==> src/rtl/instruction_decode_stage.sv <==
// IF/ID pipeline stage: two-entry (main + skid) buffer with registered fetch-side ready and field split.
// Optional illegal-encoding flag enabled by defining DECODE_ILLEGAL_CHECK_EN.
module instruction_decode_stage #(
    parameter int unsigned         XLEN     = 32,
    parameter logic [XLEN-1:0]     RESET_PC = '0
) (
    input  logic            i_Clock,
    input  logic            i_Reset_N,
    input  logic            i_Instr_Valid,
    output logic            o_Instr_Ready,
    input  logic [31:0]     i_Instruction,
    input  logic [XLEN-1:0] i_Pc,
    input  logic            i_Flush,
    output logic            o_Valid,
    input  logic            i_Ready,
    output logic [31:0]     o_Instruction,
    output logic [XLEN-1:0] o_Pc,
    output logic [6:0]      o_Op_Code,
    output logic [4:0]      o_Rd,
    output logic [2:0]      o_Funct3,
    output logic [4:0]      o_Rs1,
    output logic [4:0]      o_Rs2,
    output logic            o_Funct7_Bit_5,
    output logic            o_Illegal
);

    localparam int unsigned ILEN = 32;

    typedef struct packed {
        logic [ILEN-1:0] instr;
        logic [XLEN-1:0] pc;
    } entry_t;

    entry_t main_q, skid_q;
    logic   main_valid_q, skid_valid_q, instr_ready_q;

    logic   main_valid_n, skid_valid_n;
    logic   main_load_in, main_load_skid, skid_load;
    logic   up_beat, dn_beat;

    assign up_beat = i_Instr_Valid & instr_ready_q;
    assign dn_beat = main_valid_q & i_Ready;

    // Next-state for occupancy plus load strobes for the data registers
    always_comb begin
        main_valid_n   = main_valid_q;
        skid_valid_n   = skid_valid_q;
        main_load_in   = 1'b0;
        main_load_skid = 1'b0;
        skid_load      = 1'b0;
        if (i_Flush) begin
            main_valid_n = 1'b0;
            skid_valid_n = 1'b0;
        end else if (!main_valid_q) begin
            if (up_beat) begin
                main_valid_n = 1'b1;
                main_load_in = 1'b1;
            end
        end else if (dn_beat) begin
            if (skid_valid_q) begin
                main_load_skid = 1'b1;
                skid_valid_n   = 1'b0;
            end else if (up_beat) begin
                main_load_in = 1'b1;
            end else begin
                main_valid_n = 1'b0;
            end
        end else if (up_beat) begin
            skid_load    = 1'b1;
            skid_valid_n = 1'b1;
        end
    end

    always_ff @(posedge i_Clock or negedge i_Reset_N) begin
        if (!i_Reset_N) begin
            main_valid_q  <= 1'b0;
            skid_valid_q  <= 1'b0;
            instr_ready_q <= 1'b1;
        end else begin
            main_valid_q  <= main_valid_n;
            skid_valid_q  <= skid_valid_n;
            instr_ready_q <= ~skid_valid_n;
        end
    end

    // Data registers only move on their load strobes so held outputs stay stable
    always_ff @(posedge i_Clock or negedge i_Reset_N) begin
        if (!i_Reset_N) begin
            main_q <= '{instr: '0, pc: RESET_PC};
            skid_q <= '{instr: '0, pc: RESET_PC};
        end else begin
            if (main_load_in) begin
                main_q <= '{instr: i_Instruction, pc: i_Pc};
            end else if (main_load_skid) begin
                main_q <= skid_q;
            end
            if (skid_load) begin
                skid_q <= '{instr: i_Instruction, pc: i_Pc};
            end
        end
    end

`ifdef DECODE_ILLEGAL_CHECK_EN
    logic in_illegal;
    logic main_ill_q, skid_ill_q;

    // Only the base RV32I major opcodes are supported by control_unit
    always_comb begin
        in_illegal = (i_Instruction[1:0] != 2'b11) ||
                     !(i_Instruction[6:0] inside {7'b0110011, 7'b0110111, 7'b0010111,
                                                  7'b1101111, 7'b0010011, 7'b1100111,
                                                  7'b0000011, 7'b0100011, 7'b1100011});
    end

    always_ff @(posedge i_Clock or negedge i_Reset_N) begin
        if (!i_Reset_N) begin
            main_ill_q <= 1'b0;
            skid_ill_q <= 1'b0;
        end else begin
            if (!main_valid_n) begin
                main_ill_q <= 1'b0;
            end else if (main_load_in) begin
                main_ill_q <= in_illegal;
            end else if (main_load_skid) begin
                main_ill_q <= skid_ill_q;
            end
            if (skid_load) begin
                skid_ill_q <= in_illegal;
            end
        end
    end

    assign o_Illegal = main_ill_q;
`else
    assign o_Illegal = 1'b0;
`endif

    assign o_Instr_Ready  = instr_ready_q;
    assign o_Valid        = main_valid_q;
    assign o_Instruction  = main_q.instr;
    assign o_Pc           = main_q.pc;
    assign o_Op_Code      = main_q.instr[6:0];
    assign o_Rd           = main_q.instr[11:7];
    assign o_Funct3       = main_q.instr[14:12];
    assign o_Rs1          = main_q.instr[19:15];
    assign o_Rs2          = main_q.instr[24:20];
    assign o_Funct7_Bit_5 = main_q.instr[30];

endmodule
==> config.mk <==
export PLATFORM = sky130hd
export DESIGN_NAME = instruction_decode_stage
export DESIGN_NICKNAME = d
export VERILOG_FILES = /design/src/rtl/instruction_decode_stage.sv
export SDC_FILE = /design/constraint.sdc
export NUM_CORES = 1
export LEC_CHECK = 0
export ABC_AREA = 1
export ABC_CLOCK_PERIOD_IN_PS = 1400
export BUFFER_PORTS_ARGS = -buffer_cell sky130_fd_sc_hd__buf_2
export CORE_MARGIN = 2
export CORE_UTILIZATION = 45
export DETAILED_ROUTE_END_ITERATION = 12
export GPL_TIMING_DRIVEN = 0
export PLACE_DENSITY = 0.7
export REMOVE_ABC_BUFFERS = 1
export SYNTH_ARGS = -nofsm -noshare
export SYNTH_HDL_FRONTEND = slang
export SYNTH_SLANG_ARGS = --single-unit
==> constraint.sdc <==
create_clock -name i_Clock -period 1.4 [get_ports i_Clock]
set_input_delay 0.28 -clock i_Clock [delete_from_list [all_inputs] [get_ports i_Clock]]
set_output_delay 0.28 -clock i_Clock [all_outputs]
set_load 0.02 [all_outputs]
==> results.json <==
{
  "status": "complete, but fails checks",
  "violations": "setup timing",
  "cts_sinks": 131,
  "synthesis.instances": 816,
  "worst_slew_pin_slew_ns": 0.815,
  "p_clk_frac": 0.315,
  "peakVddDrop_mv": 0.880,
  "path_cells": "nand2_4 -> nor2_4 -> buf_12 -> buf_12 -> buf_12 -> buf_12 -> nand2_8 -> nand3_2 -> nand2_1",
  "hold_viol": 0,
  "drive_gt1_frac": 0.333,
  "post-route-drc-count": 0,
  "grt_first_pass_wirelength_mm": 31.6,
  "grt_pass1_vias": 5703,
  "seq_area_frac_synth": 0.513,
  "viasPerCell": 5.43,
  "port_buffers": 160,
  "relSlewSlack": 0.456,
  "worstSetupPathType": "flop to flop",
  "track_usage": 0.279,
  "path_clk_slew_ns": 0.06,
  "design.die.area_um2": 15200,
  "pwr-share-seq": 0.403,
  "hpwl_mm": 8.96,
  "syn_area_um2": 6390,
  "wl_per_cell_um": 18.4,
  "cp_slowest_cell": "dfstp_2",
  "cellLeakagePower_nw": 4.75,
  "fin_ws_ns": -0.232,
  "start_util": 0.461,
  "setup_viol": 131,
  "total_power_mw": 13.6,
  "dr.first_iter.drc_count": 632,
  "synth-seq-cells": 131,
  "power_frac_comb": 0.282,
  "core_um2": 13900,
  "clk_latency_ns": 0.42,
  "cp_common_cell": "buf_12",
  "clock_path_buffers": 2,
  "gp_congestion": 0.740,
  "holdWs_ns": 0.117,
  "endpoint_kind": "flop",
  "areaGrowthSynthToFinish_pct": 38.7,
  "hp-class": "primary input to flop",
  "vias": 6276,
  "wl_mm": 21.3,
  "grt_overflow": 0,
  "p_per_area_nw_per_um2": 1530,
  "drv_cap": 0,
  "top_level_ports": 162,
  "synth_warnings": 0,
  "path_buf_inv": 4,
  "fmax_mhz": 613,
  "firstDrtPassIters": 5,
  "p_int_mw": 8.98,
  "antenna_found_initial": 0,
  "final_max_slew_viol_count": 0,
  "p_sw_frac": 0.339,
  "die_w_um": 123,
  "worstPathRequired_ns": 1.71,
  "fin_nets": 1034,
  "die_h_um": 123,
  "cts_root_buf": "clkbuf_16",
  "rsz0062_at_grt": "yes",
  "cts_buffers": 17,
  "syn_avg_cell_area_um2": 7.83,
  "h-tree-depth": 4,
  "critPathMaxStageDelay_ns": 0.57,
  "p_switching_mw": 4.61,
  "antenna_left": 0,
  "cp-start-kind": "flop",
  "crit_fanout": 7,
  "antenna_cells": 0,
  "fin_crit_ns": 1.63,
  "critical_path_arrival_ns": 1.95,
  "core.rowCount": 43,
  "cts_tree": "yes",
  "clock_skew_ns": 0.00827,
  "grt_max_degree": 82,
  "final.period_utilization": 1.17,
  "cp_top_family": "flip-flops",
  "synth.distinct_cells": 16
}
-- cell usage after synthesis --
library cell / number / area (um2)
o21ai_0: 4 / 20.0
nand2_1: 264 / 991
buf_6: 2 / 22.5
nor2_2: 2 / 12.5
buf_4: 35 / 263
nand3_1: 193 / 966
nor2_1: 3 / 11.3
clkbuf_1: 1 / 3.75
inv_1: 67 / 251
conb_1: 1 / 3.75
o22a_1: 1 / 8.76
o21ai_1: 60 / 300
buf_2: 51 / 255
dfstp_2: 1 / 26.3
dfrtp_1: 130 / 3250
inv_2: 1 / 3.75
-- flip-flops by register name (all words and copies together) (netlist names) --
name	cells
o_Valid	1
o_Instr_Ready	1
o_Pc	32
o_Instruction	32
skid_valid_q	1
skid_q	64
-- power groups by stage --
| stage | Clock (mW) | Combinational [mW] | Sequential, mW |
|---|---|---|---|
| 6_report | 4.28 | 3.83 | 5.48 |
| 5_1_grt | 4.50 | 4.20 | 5.59 |
| 4_1_cts | 4.32 | 3.72 | 5.44 |
| 3_5_place_dp | 0 | 3.18 | 5.46 |
| 3_3_place_gp | 0 | 3.16 | 5.43 |
| 2_1_floorplan | 0 | 1.29 | 6.15 |
-- logic make-up (layout without fill, tap and decap cells) --
group | count (synthesis) | count (layout) | synth area share
compound gates | 65 | 65 | 0.0515
buf+inv | 157 | 304 | 0.125
flops | 131 | 131 | 0.513
other cells | 1 | 1 | 0.000587
simple gates | 462 | 475 | 0.310
-- placed cells by master (no fill, tap or decap), types with 5 or more instances in the layout --
| master | synthesis | routed |
|---|---|---|
| inv_1 | 67 | 66 |
| nand2_2 | 0 | 35 |
| nand2_8 | 0 | 9 |
| buf_6 | 2 | 7 |
| buf_12 | 0 | 9 |
| nand3_2 | 0 | 34 |
| buf_4 | 35 | 11 |
| o21ai_1 | 60 | 63 |
| nand2_4 | 0 | 5 |
| nand2_1 | 264 | 223 |
| clkbuf_1 | 1 | 5 |
| buf_16 | 0 | 12 |
| nand3_1 | 193 | 158 |
| clkbuf_16 | 0 | 21 |
| dfrtp_1 | 130 | 129 |
| buf_2 | 51 | 157 |
-- per-stage QoR --
step / setup TNS [ns] / instance area [um2] / worst slack, ns / instances / util
finish: -21.59 / 8870 / -0.232 / 1156 / 0.639
global route: -26.53 / 8870 / -0.267 / 1156 / 0.639
CTS: -18.08 / 8590 / -0.196 / 1150 / 0.619
detailed placement: -185.45 / 7080 / -1.62 / 1074 / 0.510
global placement: -1079.83 / 6870 / -7.15 / 1067 / 0.495
floorplan: -468.80 / 5850 / -4.15 / 727 / -
-- layer usage --
layer  track usage  share of wire  up-vias
met5             0              0        -
met4         0.105          0.023        0
met3        0.0507          0.078       34
met2         0.438           0.48      309
met1         0.387           0.42     3012
li1              -              -     2921
-- tightest hold or removal path, delay by kind of cell --
kind | cells | cell delay, ns
buf+inv | 2 | 0.14
compound gates | 1 | 0.06
-- what timing repair did --
item,CTS,global route
buffers inserted,23,1
cloned,22,5
hold buffers,1,0
pin swaps,34,15
resized for setup,88,43
setup endpoints to repair,132,130
endpoints found under the hold margin,49,0
-- area by class of cell --
| type | count | area, um2 |
|---|---|---|
| clock buffers | 24 | 472 |
| fillers | 1169 | 5010 |
| well taps | 180 | 225 |
| multi-input cells | 541 | 2880 |
| clock inverters | 6 | 80.1 |
| repair buffers | 205 | 1650 |
| flip-flops and latches | 131 | 3280 |
| inverters | 68 | 274 |
| repair inverters | 1 | 8.76 |
-- final timing paths --
kind | slack (ns) | start | depth (start not counted) | endpoint
setup / recovery | -0.23 | o_Instr_Ready$_DFF_PN1_ | 9 | o_Instruction[5]$_DFFE_PN0P_
hold / removal | 0.12 | i_Instruction[16] | 3 | skid_q[48]$_DFFE_PN0P_
setup reg to reg | -0.23 | o_Instr_Ready$_DFF_PN1_ | 9 | o_Instruction[5]$_DFFE_PN0P_
hold reg to reg | 0.49 | skid_q[63]$_DFFE_PN0P_ | 2 | skid_q[63]$_DFFE_PN0P_
max in group asynchronous | 0.25 | i_Reset_N | 3 | skid_q[7]$_DFFE_PN0P_
min in group asynchronous | 0.38 | i_Reset_N | 2 | skid_q[58]$_DFFE_PN0P_
Note: power is estimated with default switching activity, not from simulation.
